<file path="src/rtl/bus_fifo_wr_arbiter_pkg.sv">
// Shared types and width helpers for the bus_fifo write-side arbiter.
package bus_fifo_arb_pkg;

    typedef enum logic {
        IDLE  = 1'b0,
        BURST = 1'b1
    } arb_state_t;

    // Index width that stays at least one bit wide for degenerate counts.
    function automatic int unsigned idx_width(input int unsigned n);
        return (n > 1) ? $clog2(n) : 1;
    endfunction

    function automatic int unsigned cnt_width(input int unsigned max_burst);
        return idx_width(max_burst + 1);
    endfunction

endpackage

</file>
<file path="src/rtl/bus_fifo_wr_arbiter_if.sv">
// Requester/FIFO-write bundle; master is the requester+FIFO side, slave is the arbiter.
interface bus_fifo_wr_arbiter_if #(
    parameter int unsigned NUM_REQ = 4,
    parameter int unsigned WIDTH   = 8
);
    import bus_fifo_arb_pkg::*;

    localparam int unsigned OW = idx_width(NUM_REQ);

    logic [NUM_REQ-1:0]       REQ;
    logic [NUM_REQ*WIDTH-1:0] REQ_DATA;
    logic [NUM_REQ-1:0]       REQ_LAST;
    logic [NUM_REQ-1:0]       GNT;
    logic [OW-1:0]            OWNER;
    logic                     BUSY;
    logic                     FIFO_STROBE;
    logic [WIDTH-1:0]         FIFO_DATA;
    logic                     FIFO_FULL;

    modport master (
        output REQ, REQ_DATA, REQ_LAST, FIFO_FULL,
        input  GNT, OWNER, BUSY, FIFO_STROBE, FIFO_DATA
    );

    modport slave (
        input  REQ, REQ_DATA, REQ_LAST, FIFO_FULL,
        output GNT, OWNER, BUSY, FIFO_STROBE, FIFO_DATA
    );

endinterface

</file>
<file path="src/rtl/bus_fifo_wr_arbiter_rr_pick.sv">
// Combinational round-robin picker: first set request at or above i_ptr, wrapping.
module rr_pick
    import bus_fifo_arb_pkg::*;
#(
    parameter  int unsigned NUM_REQ = 4,
    localparam int unsigned IDX_W   = idx_width(NUM_REQ)
) (
    input  logic [NUM_REQ-1:0] i_req,
    input  logic [IDX_W-1:0]   i_ptr,
    output logic [NUM_REQ-1:0] o_onehot,
    output logic [IDX_W-1:0]   o_idx,
    output logic               o_any
);

    logic [2*NUM_REQ-1:0] w_rot;
    logic [31:0]          w_off;
    logic [31:0]          w_pos;

    // Rotating a doubled copy puts the pointer position at bit 0.
    always_comb begin
        w_rot = {i_req, i_req} >> i_ptr;
        o_any = 1'b0;
        w_off = '0;
        for (int unsigned k = 0; k < NUM_REQ; k++) begin
            if (!o_any && w_rot[k]) begin
                o_any = 1'b1;
                w_off = k;
            end
        end
        w_pos = 32'(i_ptr) + w_off;
        if (w_pos >= NUM_REQ) begin
            w_pos = w_pos - NUM_REQ;
        end
        o_idx    = IDX_W'(w_pos);
        o_onehot = o_any ? (NUM_REQ'(1) << o_idx) : '0;
    end

endmodule

</file>
<file path="src/rtl/bus_fifo_wr_arbiter.sv">
// Round-robin burst arbiter sharing one bus_fifo write port among NUM_REQ requesters.
module bus_fifo_wr_arbiter
    import bus_fifo_arb_pkg::*;
#(
    parameter int unsigned NUM_REQ   = 4,
    parameter int unsigned WIDTH     = 8,
    parameter int unsigned MAX_BURST = 4
) (
    input  logic                  CLK,
    input  logic                  RESET_N,
    bus_fifo_wr_arbiter_if.slave  bus
);

    localparam int unsigned OW = idx_width(NUM_REQ);
    localparam int unsigned CW = cnt_width(MAX_BURST);

    arb_state_t         r_state;
    logic [OW-1:0]      r_ptr;
    logic [OW-1:0]      r_owner;
    logic [CW-1:0]      r_beat;
    logic [NUM_REQ-1:0] r_gnt;
    logic               r_busy;

    logic [NUM_REQ-1:0] w_pick_onehot;
    logic [OW-1:0]      w_pick_idx;
    logic               w_pick_any;
    logic               w_owner_req;
    logic               w_owner_last;
    logic               w_xfer;
    logic               w_cap;
    logic               w_end;
    logic [OW-1:0]      w_next_ptr;
    logic [WIDTH-1:0]   w_slices [NUM_REQ];

    rr_pick #(
        .NUM_REQ (NUM_REQ)
    ) u_pick (
        .i_req    (bus.REQ),
        .i_ptr    (r_ptr),
        .o_onehot (w_pick_onehot),
        .o_idx    (w_pick_idx),
        .o_any    (w_pick_any)
    );

    for (genvar g = 0; g < NUM_REQ; g++) begin : g_slice
        assign w_slices[g] = bus.REQ_DATA[g*WIDTH +: WIDTH];
    end

    assign w_owner_req  = bus.REQ[r_owner];
    assign w_owner_last = bus.REQ_LAST[r_owner];
    assign w_xfer       = (r_state == BURST) && w_owner_req && !bus.FIFO_FULL;
    assign w_cap        = (r_beat == CW'(MAX_BURST - 1));
    // Withdrawal ends the burst with no beat; cap and LAST only end it on a beat.
    assign w_end        = (r_state == BURST) &&
                          (!w_owner_req || (w_xfer && (w_owner_last || w_cap)));
    assign w_next_ptr   = (r_owner == OW'(NUM_REQ - 1)) ? '0 : r_owner + 1'b1;

    always_ff @(posedge CLK or negedge RESET_N) begin
        if (!RESET_N) begin
            r_state <= IDLE;
            r_ptr   <= '0;
            r_owner <= '0;
            r_beat  <= '0;
            r_gnt   <= '0;
            r_busy  <= 1'b0;
        end else begin
            case (r_state)
                IDLE: begin
                    if (w_pick_any) begin
                        r_gnt   <= w_pick_onehot;
                        r_owner <= w_pick_idx;
                        r_busy  <= 1'b1;
                        r_beat  <= '0;
                        r_state <= BURST;
                    end
                end
                BURST: begin
                    if (w_end) begin
                        r_gnt   <= '0;
                        r_busy  <= 1'b0;
                        r_ptr   <= w_next_ptr;
                        r_state <= IDLE;
                    end else if (w_xfer) begin
                        r_beat  <= r_beat + 1'b1;
                    end
                end
                default: r_state <= IDLE;
            endcase
        end
    end

    assign bus.GNT         = r_gnt;
    assign bus.OWNER       = r_owner;
    assign bus.BUSY        = r_busy;
    assign bus.FIFO_STROBE = w_xfer;
    assign bus.FIFO_DATA   = r_busy ? w_slices[r_owner] : '0;

endmodule
</file>
<file path="src/flat_wrapper.sv">
// flat-port wrapper written by rule: the top's interface ports become plain ports
module bus_fifo_wr_arbiter_flat import bus_fifo_arb_pkg::*;
#(
    parameter int unsigned NUM_REQ   = 4,
    parameter int unsigned WIDTH     = 8,
    parameter int unsigned MAX_BURST = 4
)
  (CLK, RESET_N, bus_REQ, bus_REQ_DATA, bus_REQ_LAST, bus_FIFO_FULL, bus_GNT, bus_OWNER, bus_BUSY, bus_FIFO_STROBE, bus_FIFO_DATA);
  bus_fifo_wr_arbiter_if #(.NUM_REQ(NUM_REQ), .WIDTH(WIDTH)) bus_i ();
  input  logic CLK;
  input  logic RESET_N;
  input wire logic [$bits(bus_i.REQ)-1:0] bus_REQ;
  input wire logic [$bits(bus_i.REQ_DATA)-1:0] bus_REQ_DATA;
  input wire logic [$bits(bus_i.REQ_LAST)-1:0] bus_REQ_LAST;
  input wire logic [$bits(bus_i.FIFO_FULL)-1:0] bus_FIFO_FULL;
  output wire logic [$bits(bus_i.GNT)-1:0] bus_GNT;
  output wire logic [$bits(bus_i.OWNER)-1:0] bus_OWNER;
  output wire logic [$bits(bus_i.BUSY)-1:0] bus_BUSY;
  output wire logic [$bits(bus_i.FIFO_STROBE)-1:0] bus_FIFO_STROBE;
  output wire logic [$bits(bus_i.FIFO_DATA)-1:0] bus_FIFO_DATA;
  assign bus_i.REQ = bus_REQ;
  assign bus_i.REQ_DATA = bus_REQ_DATA;
  assign bus_i.REQ_LAST = bus_REQ_LAST;
  assign bus_i.FIFO_FULL = bus_FIFO_FULL;
  assign bus_GNT = bus_i.GNT;
  assign bus_OWNER = bus_i.OWNER;
  assign bus_BUSY = bus_i.BUSY;
  assign bus_FIFO_STROBE = bus_i.FIFO_STROBE;
  assign bus_FIFO_DATA = bus_i.FIFO_DATA;
  bus_fifo_wr_arbiter #(.NUM_REQ(NUM_REQ), .WIDTH(WIDTH), .MAX_BURST(MAX_BURST)) u_core (.CLK(CLK), .RESET_N(RESET_N), .bus(bus_i));
endmodule
</file>
<file path="config.mk">
export PLATFORM = sky130hd
export DESIGN_NAME = bus_fifo_wr_arbiter_flat
export DESIGN_NICKNAME = d
export VERILOG_FILES = /design/src/rtl/bus_fifo_wr_arbiter_pkg.sv /design/src/rtl/bus_fifo_wr_arbiter_if.sv /design/src/rtl/bus_fifo_wr_arbiter_rr_pick.sv /design/src/rtl/bus_fifo_wr_arbiter.sv /design/src/flat_wrapper.sv
export SDC_FILE = /design/constraint.sdc
export NUM_CORES = 1
export LEC_CHECK = 0
export BUFFER_PORTS_ARGS = -buffer_cell sky130_fd_sc_hd__buf_4
export CAP_MARGIN = 15
export CORE_MARGIN = 2
export CORE_UTILIZATION = 30
export DETAILED_ROUTE_END_ITERATION = 16
export PLACE_DENSITY = 0.68
export REMOVE_ABC_BUFFERS = 1
export SLEW_MARGIN = 20
export SYNTH_ARGS = -nofsm -noshare
export SYNTH_HDL_FRONTEND = slang
export SYNTH_SLANG_ARGS = --single-unit
</file>
<file path="constraint.sdc">
create_clock -name CLK -period 2.2 [get_ports CLK]
set_clock_uncertainty 0.05 [all_clocks]
set_input_delay 0.11 -clock CLK [delete_from_list [all_inputs] [get_ports CLK]]
set_output_delay 0.11 -clock CLK [all_outputs]
set_load 0.05 [all_outputs]
</file>
# After elaboration in Yosys (flattened, before gate mapping)

Index checks and enable logic that the tools add are counted.
Widths: inputs -> output; s select.

Word-level logic and storage cells: 71
Output and inout port bits: 16
Register bits after elaboration: 13
Input port bits: 43

Equality and inequality tests: 6
Shift operators: 2
Muxes and demuxes: 30
$add $sub $neg: 4
Bitwise logic cells: 2
Magnitude comparators: 3
Reduce and logical (&&, ||, !) cells: 18

Operator list:

| kind                | number |
|---|---|
| $mux 32             | 2 |
| $add 2x32->32       | 1 |
| $ge 32x3->1 const B | 1 |
| $mux 8              | 3 |
| $bmux 8 s2          | 1 |
| $mux 1              | 11 |
| $mux 3              | 3 |
| $mux 4              | 2 |
| $ne 2x2->1 const B  | 4 |
| $pmux 4 s2          | 1 |
| $shr 8x2->4         | 1 |
| $logic_and 1x1->1   | 7 |
| $pmux 3 s2          | 1 |
| $reduce_and 2->1    | 3 |
| $logic_not 1->1     | 5 |
| $bmux 1 s2          | 2 |
| $mux 2              | 2 |
| $pmux 1 s2          | 2 |
| $shl 1x2->4 const A | 1 |
| $add 3x1->3 const B | 1 |
| $eq 3x2->1 const B  | 1 |
| $ge 3x3->1 const B  | 1 |
| $lt 2x3->1 const B  | 1 |
| $not 2->3           | 1 |
| other kinds (6)     | 7 |

# Longest topological paths before layout

Gate-level depths: netlist (run 1).

Depth after elaboration: 17
Gate-level depth with buffers: 10
Mapped depth without buffers: 9

# Hierarchy

Synthesis (run 1) repeated with hierarchy kept, for this count alone.

Cells, all modules: 124
Area, all modules: 1198.6 µm²

Modules (own cells, without submodules):

| module              | area an instance (µm²) | times used | cells each | seq. area each (µm²) |
|---|---|---|---|---|
| bus_fifo_wr_arbiter | 920.9                  | 1          | 84         | 325.3 |
| rr_pick             | 277.8                  | 1          | 40         | 0.0 |

# Worst setup path before layout (run 1)

Ideal clock, no wire load.

Path type: flip-flop to flip-flop
Start point: register u_core.r_owner[0] (netlist: u_core.bus.OWNER[0])
End point: register u_core.r_beat[0]
Library setup time: 126 ps
Data arrival time: 2072 ps
Data required time: 2024 ps
Period minus slack after synthesis: 2248 ps
Buffers on the path: 0
Path slack: -48 ps
Stages on the path, launching flop included: 5
Path through: dfrtp_1 -> mux4_2 -> and3_1 -> and2b_1 -> mux2i_1

Word-level cells in the longest chain between the ends: 9
Elaborated cells between the ends (all ways): 14
Those cells by class: eq/ne: 2; mux: 4; reduce/logical: 8

Ends and longest elaborated chain:

| element                               | RTL line                  | text |
|---|---|---|
| from (decl)                           | bus_fifo_wr_arbiter.sv:19 | `logic [OW-1:0] r_owner;` |
| from (signal assigned)                | bus_fifo_wr_arbiter.sv:71 | `r_owner <= w_pick_idx;` |
| $bmux 1 s2 (*)                        | bus_fifo_wr_arbiter.sv:49 | `assign w_owner_req = bus.REQ[r_owner];` |
| $mux 1 (implied by the code) (*)      | bus_fifo_wr_arbiter.sv:49 |  |
| $logic_and 1x1->1 (*) (2 in a row)    | bus_fifo_wr_arbiter.sv:51 | `assign w_xfer = (r_state == BURST) && w_owner_req && !bus.FIFO_FULL;` |
| named net bus_FIFO_STROBE             | flat_wrapper.sv:19        | `output wire logic [$bits(bus_i.FIFO_STROBE)-1:0] bus_FIFO_STROBE;` |
| $logic_and 1x1->1                     | bus_fifo_wr_arbiter.sv:55 | `(!w_owner_req \|\| (w_xfer && (w_owner_last \|\| w_cap)));` |
| $logic_or 1x1->1                      | bus_fifo_wr_arbiter.sv:55 |  |
| $logic_and 1x1->1                     | bus_fifo_wr_arbiter.sv:54 | `assign w_end = (r_state == BURST) &&` |
| $ne 2x2->1 (no source line)           | n/a                       |  |
| $reduce_and 3->1 (no source line) (*) | n/a                       |  |
| to (signal assigned)                  | bus_fifo_wr_arbiter.sv:84 | `r_beat <= r_beat + 1'b1;` |
| to (decl)                             | bus_fifo_wr_arbiter.sv:20 | `logic [CW-1:0] r_beat;` |

Mark *: on every way through the listed nets, which the timed path passes. The rest lies on a longest branch. The select of a mux whose other input is x is not followed.
A chain may end at the register's enable or synchronous reset.

# Final worst setup path (run 1)

Start point: register u_core.r_ptr[0]
End point: register u_core.r_gnt[3] (netlist: u_core.bus.GNT[3])

Word-level cells in the longest chain between the ends: 17
Elaborated cells between the ends (all ways): 23
Those cells by class: add/sub: 2; order compare: 1; eq/ne: 1; shift: 2; mux: 10; reduce/logical: 7

Ends and longest elaborated chain:

| element                                           | RTL line                                                             | text |
|---|---|---|
| from (decl)                                       | bus_fifo_wr_arbiter.sv:18                                            | `logic [OW-1:0] r_ptr;` |
| from (signal assigned)                            | bus_fifo_wr_arbiter.sv:81                                            | `r_ptr <= w_next_ptr;` |
| $shr 8x2->4                                       | bus_fifo_wr_arbiter_rr_pick.sv:21                                    | `w_rot = {i_req, i_req} >> i_ptr;` |
| $mux 1                                            | bus_fifo_wr_arbiter_rr_pick.sv:25                                    | `if (!o_any && w_rot[k]) begin` |
| $logic_not 1->1                                   | bus_fifo_wr_arbiter_rr_pick.sv:25                                    |  |
| $logic_and 1x1->1                                 | bus_fifo_wr_arbiter_rr_pick.sv:25                                    |  |
| $mux 1                                            | bus_fifo_wr_arbiter_rr_pick.sv:25                                    |  |
| $logic_not 1->1                                   | bus_fifo_wr_arbiter_rr_pick.sv:25                                    |  |
| $logic_and 1x1->1                                 | bus_fifo_wr_arbiter_rr_pick.sv:25                                    |  |
| $mux 1                                            | bus_fifo_wr_arbiter_rr_pick.sv:25                                    |  |
| $logic_not 1->1                                   | bus_fifo_wr_arbiter_rr_pick.sv:25                                    |  |
| $logic_and 1x1->1                                 | bus_fifo_wr_arbiter_rr_pick.sv:25                                    |  |
| $mux 32                                           | bus_fifo_wr_arbiter_rr_pick.sv:25                                    |  |
| $add 2x32->32                                     | bus_fifo_wr_arbiter_rr_pick.sv:30                                    | `w_pos = 32'(i_ptr) + w_off;` |
| $ge 32x3->1 / $sub 2x1->2 (equally long branches) | bus_fifo_wr_arbiter_rr_pick.sv:31, bus_fifo_wr_arbiter_rr_pick.sv:32 |  |
| $mux 2                                            | bus_fifo_wr_arbiter_rr_pick.sv:31                                    | `if (w_pos >= NUM_REQ) begin` |
| $shl 1x2->4                                       | bus_fifo_wr_arbiter_rr_pick.sv:35                                    | `o_onehot = o_any ? (NUM_REQ'(1) << o_idx) : '0;` |
| $mux 4                                            | bus_fifo_wr_arbiter.sv:69                                            | `if (w_pick_any) begin` |
| $pmux 4 s2                                        | bus_fifo_wr_arbiter.sv:67                                            | `case (r_state)` |
| to (signal assigned)                              | bus_fifo_wr_arbiter.sv:70                                            | `r_gnt <= w_pick_onehot;` |
| to (decl)                                         | bus_fifo_wr_arbiter.sv:21                                            | `logic [NUM_REQ-1:0] r_gnt;` |

Several ways; a longest one is shown, not always the timed one. The select of a mux whose other input is x is not followed.

==> results of run 1 <==
synthesized netlist by cell type (3+ instances only):
library cell and instances:
nand2b_1 5, nand2_1 10, mux2i_1 4, mux4_2 9, o21ai_0 3, a32o_1 4, nor2b_1 4, dfrtp_1 13
ha_1 4, buf_2 3, nor2_1 6, inv_1 3, and2_1 9
layout make-up:
type	count	area, µm²
fillers	328	1750
well taps	46	57.6
flip-flops and latches	13	327
inverters	3	11.3
multi-input cells	81	733
repair buffers	64	483
clock buffers	4	26.3
what timing repair did:
item | CTS | global route
hold buffers | 1 | 0
buffers inserted | 0 | 0
resized for setup | 0 | 4
endpoints found under the hold margin | 13 | 0
setup endpoints to repair | 0 | 7
routing by layer:
metal,vias to the layer above,routed length [µm],global-route usage
met2,52,1360,0.266
met3,0,309,0.0440
li1,505,-,-
met5,-,0,0
met1,478,1200,0.171
met4,0,0,0.0245
how the worst min path moves through the flow:
| stage | startpoint | to | slack, ns | cells past startpoint |
|---|---|---|---|---|
| after global placement | RESET_N | u_core.bus.GNT[3] | -0.09 | 1 |
| after CTS | RESET_N | u_core.bus.OWNER[1] | 0.17 | 2 |
| after detailed placement | RESET_N | u_core.bus.OWNER[1] | -0.08 | 1 |
| after global routing | RESET_N | u_core.bus.OWNER[1] | 0.18 | 2 |
| after floorplan | RESET_N | u_core.bus.BUSY | -0.24 | 0 |
| final | RESET_N | u_core.bus.OWNER[1] | 0.16 | 2 |
metrics by stage:
| stage | util | hold WS, ns |
|---|---|---|
| floorplan | - | -0.236 |
| global placement | 0.466 | -0.0877 |
| detailed placement | 0.466 | -0.0820 |
| CTS | 0.477 | 0.166 |
| global route | 0.483 | 0.183 |
| finish | 0.483 | 0.161 |
worst max-delay path, stage by stage, from the launching register on:
cell and delay (ns):
dfrtp_2 0.46, nor2b_1 0.16, a22oi_1 0.15, nand2_1 0.07, o21ai_0 0.09, o221ai_1 0.16
ha_1 0.23, xor2_2 0.17, xor2_1 0.17, a32o_1 0.22
cell usage in the layout (no fill, tap or decap), types with 2 or more instances in the layout:
cell	count
a21oi_1	2
nor2b_1	4
buf_4	63
inv_1	3
clkbuf_4	3
and2_1	9
nand2b_1	5
o21a_1	2
mux2i_1	4
o21ai_0	3
mux4_2	9
ha_1	4
nor2_1	6
dfrtp_1	12
nand2_1	10
o22ai_1	2
mux2_1	2
a32o_1	4
power breakdown:
part | internal [mW] | switching, mW | total [mW]
combinational | 0.720 | 0.904 | 1.62
clock | 0.0701 | 0.0776 | 0.148
sequential | 0.334 | 0.135 | 0.469
total | 1.12 | 1.12 | 2.24
registers in the layout, summed over array words and instances (netlist names):
name,flops
u_core.bus.BUSY,1
u_core.bus.GNT,4
u_core.bus.OWNER,2
u_core.r_beat,3
u_core.r_ptr,2
u_core.r_state,1
kinds of logic (layout without fill, tap and decap cells):
family | Yosys count | in the layout | share of synthesized area
simple gates | 38 | 38 | 0.183
compound gates | 20 | 20 | 0.151
mux | 16 | 16 | 0.256
flops | 13 | 13 | 0.301
buf+inv | 9 | 71 | 0.0382
fa+ha+maj | 4 | 4 | 0.0464
xor+xnor | 3 | 3 | 0.0243
==> flow_summary_export.csv, run 1 <==
group,metric,value,unit
logic_synthesis,yosysSeqAreaShare,0.301,
drt,post-route-drc-count,0,
clocking,cts-root-buf,"clkbuf_4",
die,coreArea,0.00339,mm²
cells_and_area,layout.cells.non_filler,211,
global_routing,first_global_vias,1055,
cells_and_area,nNetsFinal,213,
global_routing,grt_max_degree,14,
setup_path,r2r_end,"u_core.bus.GNT[3]",
logic_synthesis,synth_top_cell_by_area,"dfrtp_1",
logic_synthesis,syn_area,0.00108,mm²
setup_path,critPathMaxFanout,8,
clocking,clockBufferDepth,2,
drt,antenna_left,0,
pwr,p_per_area,1370,mW/mm²
timing,setup_viol,0,
setup_path,crit_path_end,"u_core.bus.GNT[3]",
pwr,ir_drop,0.000653,V
timing,final_hold_viol_count,0,
logic_synthesis,synth_edf_count,0,
timing,rsz0062_at_grt,"no",
worst_hold_path,hold_path_class,"in -> async",
outcome,status,"finished, final reports clean",
clocking,clkSinkCount,13,
global_routing,overflow,0,
setup_path,path_class,"reg -> reg",
die,initial_utilization,0.319,
logic_synthesis,ys.flop_type,"dfrtp_1",
clocking,clkLatencyLatePin,0.27,ns
setup_path,rrSetupSlack,0.17,ns
run,maxCapViolCount,0,
placed_design,dp_hpwl,2.32,mm
setup_path,cp-start-kind,"flop",
drt,routed_wl,2.87,mm
clocking,clk_pin_slew,0.09,ns
cells_and_area,drive_gt1_frac,0.497,
logic_synthesis,ys_types,33,
cells_and_area,final_cell_area,0.00164,mm²
clocking,cts_tree,"done",
placed_design,dp_cells,206,
timing,post-route-period-util,0.924,
logic_synthesis,ys_seq_elements,13,
die,rows,21,
logic_synthesis,yosys.area.top_type_share,0.301,
die,die_y,64.0,µm
timing,maxSlewHeadroom,0.730,
die,die_area,0.00410,mm²
logic_synthesis,synth_warnings,0,
cells_and_area,diodes,0,
placed_design,placed_cell_area,0.00158,mm²
timing,tightest_slew,0.405,ns
setup_path,critPathLaunch,"u_core.r_ptr[0]",
drt,drt_iter0_markers,33,
timing,fmax,492,MHz
cells_and_area,syn_to_final_growth,51.7,%
placed_design,place_ws,0.0943,ns
drt,dr.pass1.iters,4,
placed_design,io_buffers,58,
pwr,leakagePower,0.758,nW
logic_synthesis,synthCells,103,
logic_synthesis,netlist_top_cells_area,"dfrtp_1, mux4_2, and2_1",
timing,period_needed,2.03,ns
clocking,cts_buffers,3,
placed_design,gp_congestion,0.802,
global_routing,antenna_found_initial,0,
setup_path,worstPathArrival,2.15,ns
die,io_pins,59,
logic_synthesis,ys_async_sr_fraction,1.00,
logic_synthesis,synth.avg_cell_area,10.5,µm²
drt,vias_per_cell,4.91,
global_routing,grt_pass1_wl,4.78,mm
setup_path,rr_worst_depth,9,
timing,report.final.slew_viol_count,0,
timing,setup_slack,0.166,ns
setup_path,crit_path_end_kind,"flop",
setup_path,timing.rr.start,"u_core.r_ptr[0]",
die,die_w,64.0,µm
clocking,cts_max_level,1,
drt,wire_per_inst,13.6,µm
setup_path,crit_required,2.32,ns
timing,setup-tns-final,0,ns
global_routing,grt_util_all_layers,0.147,
drt,vias,1035,
pwr,power,2.24,mW
Note: power is estimated with default switching activity, not from simulation.
==> run 2, diff against run 1 <==
ABC_AREA = 1   (was not set)
PLACE_DENSITY = 0.66   (was 0.68)
==> flow_summary_export.csv, run 2 <==
group,metric,value,unit
logic_synthesis,ys_types,24,
pwr,p_sw_frac,0.585,
placed_design,io_buffers,58,
setup_path,worst_path_max_delay_cell,"dfrtp_1",
cells_and_area,num-fill-cells,422,
global_routing,use_met2,0.280,
setup_path,cp-start-kind,"flop",
cells_and_area,drive_gt1_frac,0.364,
die,die_w,67.0,µm
timing,rsz0062_at_grt,"no",
logic_synthesis,synth_edf_count,0,
pwr,p_per_area,1600,mW/mm²
drt,routed_wl,3.31,mm
logic_synthesis,synth_warnings,0,
pwr,power,2.76,mW
timing,final_hold_viol_count,0,
run,maxCapViolCount,0,
logic_synthesis,synth_compound_area_frac,0.140,
setup_path,cp_cell_sequence,"inv_2, nand2_1, nand3_1, nand2_1, nand3_1, a21boi_0, ha_1, xor2_1, nand3b_1, nand2_2, nand2_1, nand2_1",
placed_design,gp_congestion,0.889,
setup_path,path_class,"reg -> reg",
timing,setup-tns-final,0,ns
logic_synthesis,synthAdderAreaFrac,0.0421,
clocking,clkLatencyLatePin,0.24,ns
global_routing,overflow,0,
global_routing,gr-usage-met1,0.183,
logic_synthesis,yosys.area.top_type_share,0.273,
clocking,cts_tree,"done",
drt,post-route-drc-count,0,
clocking,cts-root-buf,"clkbuf_8",
drt,dr.pass1.iters,4,
die,initial_utilization,0.318,
logic_synthesis,yosysSeqAreaShare,0.273,
pwr,power.internal,1.15,mW
global_routing,use_met3,0.0287,
global_routing,busiest_layer,"met2",
timing,setup_slack,0.307,ns
cells_and_area,layout_commonest_cell,"buf_4",
cells_and_area,final_cell_area,0.00172,mm²
cells_and_area,largest_reg_flops,4,
cells_and_area,syn_to_final_growth,44.8,%
drt,drt_iter0_markers,61,
timing,report.final.slew_viol_count,0,
clocking,cts_buffers,3,
global_routing,grt_max_degree,24,
logic_synthesis,netlist_top_cells_area,"dfrtp_1, nand2_1, nor2_1",
die,rows,22,
placed_design,placed_cell_area,0.00167,mm²
timing,period_needed,1.89,ns
die,io_pins,59,
timing,post-route-period-util,0.861,
logic_synthesis,ys_seq_elements,13,
timing,maxSlewHeadroom,0.782,
drt,wire_per_inst,11.2,µm
logic_synthesis,synth_top_cell_by_area,"dfrtp_1",
logic_synthesis,synthCells,187,
outcome,status,"finished, final reports clean",
setup_path,critPathMaxFanout,6,
logic_synthesis,synth_xor_area_frac,0.00736,
global_routing,grt_pass1_wl,5.35,mm
placed_design,dp_cells,290,
setup_path,max_stage_delay,0.44,ns
clocking,clk_pin_slew,0.06,ns
drt,antenna_left,0,
setup_path,crit_path_end_kind,"flop",
pwr,seqPwrFrac,0.159,
drt,vias_per_cell,4.60,
global_routing,first_global_vias,1265,
clocking,clockBufferDepth,2,
clocking,cts_max_level,1,
timing,tightest_slew,0.326,ns
pwr,p_switching,1.61,mW
drt,vias,1356,
cells_and_area,diodes,0,
pwr,leakagePower,0.941,nW
pwr,p_comb_frac,0.763,
logic_synthesis,synth_top_family_by_area,"simple AND/OR/NAND/NOR gates",
timing,setup_viol,0,
cells_and_area,final_util,0.460,
cells_and_area,layout.cells.non_filler,295,
setup_path,worstPathArrival,1.98,ns
placed_design,dp_hpwl,2.45,mm
die,die_y,67.0,µm
logic_synthesis,synth.avg_cell_area,6.36,µm²
timing,fmax,528,MHz
global_routing,grt_util_all_layers,0.154,
pwr,ir_drop,0.000855,V
logic_synthesis,synth-simple-area-share,0.453,
logic_synthesis,synth_most_common_cell,"nand2_1",
setup_path,rr_worst_depth,12,
cells_and_area,nNetsFinal,295,
clocking,clkSinkCount,13,
cells_and_area,layout_common_cells,"buf_4, nand2_1, nor2_1",
timing,hold_ws,0.195,ns
worst_hold_path,hold_path_class,"in -> async",
pwr,power_frac_clock,0.079,
die,coreArea,0.00374,mm²
logic_synthesis,synth_commonest_cells,"nand2_1, nor2_1, nand3_1",
logic_synthesis,ys_async_sr_fraction,1.00,
setup_path,crit_top_cell,"nand2_1",
global_routing,antenna_found_initial,0,
logic_synthesis,synth_mux_area_frac,0,
logic_synthesis,ys.flop_type,"dfrtp_1",
placed_design,place_ws,0.323,ns
die,die_area,0.00449,mm²
setup_path,crit_required,2.28,ns
logic_synthesis,syn_area,0.00119,mm²
-- run 2: changes by cell type after synthesis, sizes merged, moves of 5 or more --
cell,change
a21oi,+8
and2,-9
inv,+14
mux4,-9
nand2,+42
nand2b,-5
nand3,+23
nor2,+32
o21ai,+18
-- run 2: worst paths after layout --
kind                                  startpoint                   to  slack (ns)
max in group asynchronous                RESET_N  u_core.bus.OWNER[1]        1.74
min in group CLK                   bus_FIFO_FULL       u_core.r_state        0.30
worst max register to register   u_core.r_ptr[0]    u_core.bus.GNT[2]        0.31
worst min register to register  u_core.r_beat[2]     u_core.r_beat[2]        0.42
worst max-delay path             u_core.r_ptr[0]    u_core.bus.GNT[2]        0.31
worst min-delay path                     RESET_N    u_core.bus.GNT[1]        0.20
-- run 2: kinds of logic after synthesis --
family	after synthesis
simple gates	114
compound gates	32
buf+inv	23
flops	13
fa+ha+maj	4
xor+xnor	1
-- run 2: power groups by stage --
| stage | Combinational (mW) | Clock, mW | Sequential, mW |
|---|---|---|---|
| 5_1_grt | 2.34 | 0.232 | 0.451 |
| 3_5_place_dp | 2.10 | 0 | 0.440 |
| 6_report | 2.10 | 0.216 | 0.438 |
| 4_1_cts | 2.11 | 0.219 | 0.437 |
| 3_3_place_gp | 2.10 | 0 | 0.437 |
| 2_1_floorplan | 1.36 | 0 | 0.636 |
-- run 2: timing repair --
action / CTS / global route
endpoints found under the hold margin: 13 / 0
gates resized for setup: 0 / 0
setup buffers: 0 / 0
hold buffers: 1 / 0
-- run 2: worst max-delay path, delay by kind of cell (launching register included) --
kind            cells  cell delay, ns
buf+inv             1            0.08
fa+ha+maj           1            0.18
flops               1            0.44
compound gates      1            0.16
simple gates        8            0.71
xor+xnor            1            0.17
-- run 2: per-layer routing --
layer  routed length, µm  up-vias
met5                   0        -
met4                  12        0
met3                 203        2
met2                1590       39
met1                1500      590
li1                    -      725
-- run 2: layout make-up --
cell class,instances,area [µm²],share of cell area
clock buffers,4,45.0,0.0261
multi-input cells,151,764,0.444
flip-flops and latches,13,325,0.189
inverters,18,67.6,0.0392
repair buffers,61,460,0.267
well taps,48,60.1,0.0349
==> run 3, diff against run 2 <==
CELL_PAD_IN_SITES_DETAIL_PLACEMENT = 0   (was not set)
CELL_PAD_IN_SITES_GLOBAL_PLACEMENT = 1   (was not set)
PLACE_DENSITY = 0.9   (was 0.66)
==> flow_summary_export.csv, run 3 (same netlist as run 2, synthesis figures left out) <==
group,metric,value,unit
setup_path,cp-start-kind,"flop",
placed_design,gp_congestion,0.773,
clocking,clockBufferDepth,2,
pwr,power,2.77,mW
worst_hold_path,hold_path_class,"in -> async",
setup_path,path_delay_family,"simple AND/OR/NAND/NOR gates",
global_routing,grt_max_degree,24,
setup_path,crit_top_cell,"nand2_1",
drt,drt_iter0_markers,58,
setup_path,worst_path_max_delay_cell,"dfrtp_2",
cells_and_area,syn_to_final_growth,44.9,%
clocking,cts_buffers,3,
cells_and_area,layout_common_cells,"buf_4, nand2_1, nor2_1",
setup_path,crit_required,2.28,ns
drt,vias_per_cell,4.73,
cells_and_area,nNetsFinal,295,
drt,wire_per_inst,11.6,µm
timing,period_needed,1.96,ns
cells_and_area,largest_reg_flops,4,
die,io_pins,59,
outcome,status,"finished, final reports clean",
setup_path,rrSetupSlack,0.24,ns
timing,setup-tns-final,0,ns
die,initial_utilization,0.318,
global_routing,grt_pass1_wl,5.57,mm
setup_path,worstPathArrival,2.04,ns
timing,final_hold_viol_count,0,
setup_path,crit_buf_inv,1,
run,maxCapViolCount,0,
timing,report.final.slew_viol_count,0,
pwr,ir_drop,0.000795,V
timing,setup_viol,0,
clocking,cts-root-buf,"clkbuf_8",
die,die_w,67.0,µm
clocking,clkLatencyLatePin,0.25,ns
timing,post-route-period-util,0.889,
setup_path,rr_worst_depth,12,
global_routing,overflow,0,
setup_path,path_class,"reg -> reg",
clocking,cts_tree,"done",
cells_and_area,drive_gt1_frac,0.368,
placed_design,io_buffers,58,
cells_and_area,num-fill-cells,405,
die,die_area,0.00449,mm²
setup_path,critPathMaxFanout,6,
timing,rsz0062_at_grt,"no",
setup_path,r2r_end,"u_core.bus.GNT[2]",
clocking,clk_pin_slew,0.06,ns
die,die_y,67.0,µm
clocking,cts_max_level,1,
clocking,clkSinkCount,13,
global_routing,grt_util_all_layers,0.159,
drt,antenna_left,0,
timing,tightest_slew,0.324,ns
drt,routed_wl,3.41,mm
global_routing,first_global_vias,1280,
timing,fmax,511,MHz
setup_path,max_stage_delay,0.43,ns
timing,maxSlewHeadroom,0.784,
drt,dr.pass1.iters,4,
global_routing,antenna_found_initial,0,
setup_path,crit_path_end_kind,"flop",
drt,post-route-drc-count,0,
cells_and_area,diodes,0,
die,rows,22,
cells_and_area,layout_commonest_cell,"buf_4",
pwr,p_per_area,1610,mW/mm²
die,coreArea,0.00374,mm²
setup_path,cp_cell_sequence,"inv_2, nand2_1, nand3_1, nand2_1, nand3_1, a21boi_0, ha_1, xor2_1, nand3b_1, nand2_2, nand2_1, nand2_1",
drt,vias,1396,
pwr,leakagePower,0.940,nW
placed_design,dp_hpwl,2.57,mm
setup_path,timing.rr.start,"u_core.r_ptr[0]",
-- run 3: where the power goes --
| group | internal [mW] | switching (mW) | total [mW] |
|---|---|---|---|
| combinational | 0.672 | 1.43 | 2.10 |
| clock | 0.128 | 0.0887 | 0.217 |
| sequential | 0.349 | 0.101 | 0.449 |
-- run 3: per-stage QoR --
stage                     hold WS, ns  utilization  setup WS, ns  cells  area, µm²
after global placement        -0.0864        0.446         0.373    290       1670
after CTS                       0.192        0.460         0.235    295       1720
after floorplan                -0.236            -       0.00496    182       1160
after detailed placement      -0.0846        0.446         0.261    290       1670
final                           0.192        0.461         0.244    295       1720
after global routing            0.211        0.461        0.0221    295       1720
-- run 3: how the worst max path moves through the flow --
stage	cells after the start	from	end	slack (ns)
detailed placement	12	u_core.r_ptr[0]	u_core.bus.GNT[2]	0.26
global placement	12	u_core.r_ptr[0]	u_core.bus.GNT[2]	0.37
floorplan	4	u_core.bus.OWNER[0]	bus_FIFO_DATA[0]	0.005
global route	12	u_core.r_ptr[0]	u_core.bus.GNT[2]	0.02
finish	12	u_core.r_ptr[0]	u_core.bus.GNT[2]	0.24
CTS	12	u_core.r_ptr[0]	u_core.bus.GNT[2]	0.23
-- run 3: area by class of cell --
class	instances	area [µm²]	share of cell area
clock buffer	4	45.0	0.0261
inverter	18	67.6	0.0392
multi-input combinational	151	764	0.443
sequential	13	327	0.189
tap	48	60.1	0.0348
timing repair buffer	61	460	0.267
-- run 3: worst register-to-register path, delay by kind of cell (launching register included) --
family,cells,cell delay (ns)
AO/OA/AOI/OAI,1,0.19
AND/OR/NAND/NOR,8,0.71
XOR/XNOR,1,0.19
buffers and inverters,1,0.07
flip-flops,1,0.43
adder cells (fa/ha/maj),1,0.21
-- run 3: what timing repair did --
item / in CTS / in global routing
resized for setup: 0 / 1
endpoints found under the hold margin: 13 / 0
setup buffers: 0 / 0
setup endpoints to repair: 0 / 5
hold buffers: 1 / 0
-- run 3: routing by layer --
layer / share of wire / track usage / wire (µm)
met1: 0.44 / 0.192 / 1500
met2: 0.47 / 0.271 / 1610
met3: 0.088 / 0.0574 / 300
met4: 0.00059 / 0.0281 / 2
met5: 0 / 0 / 0
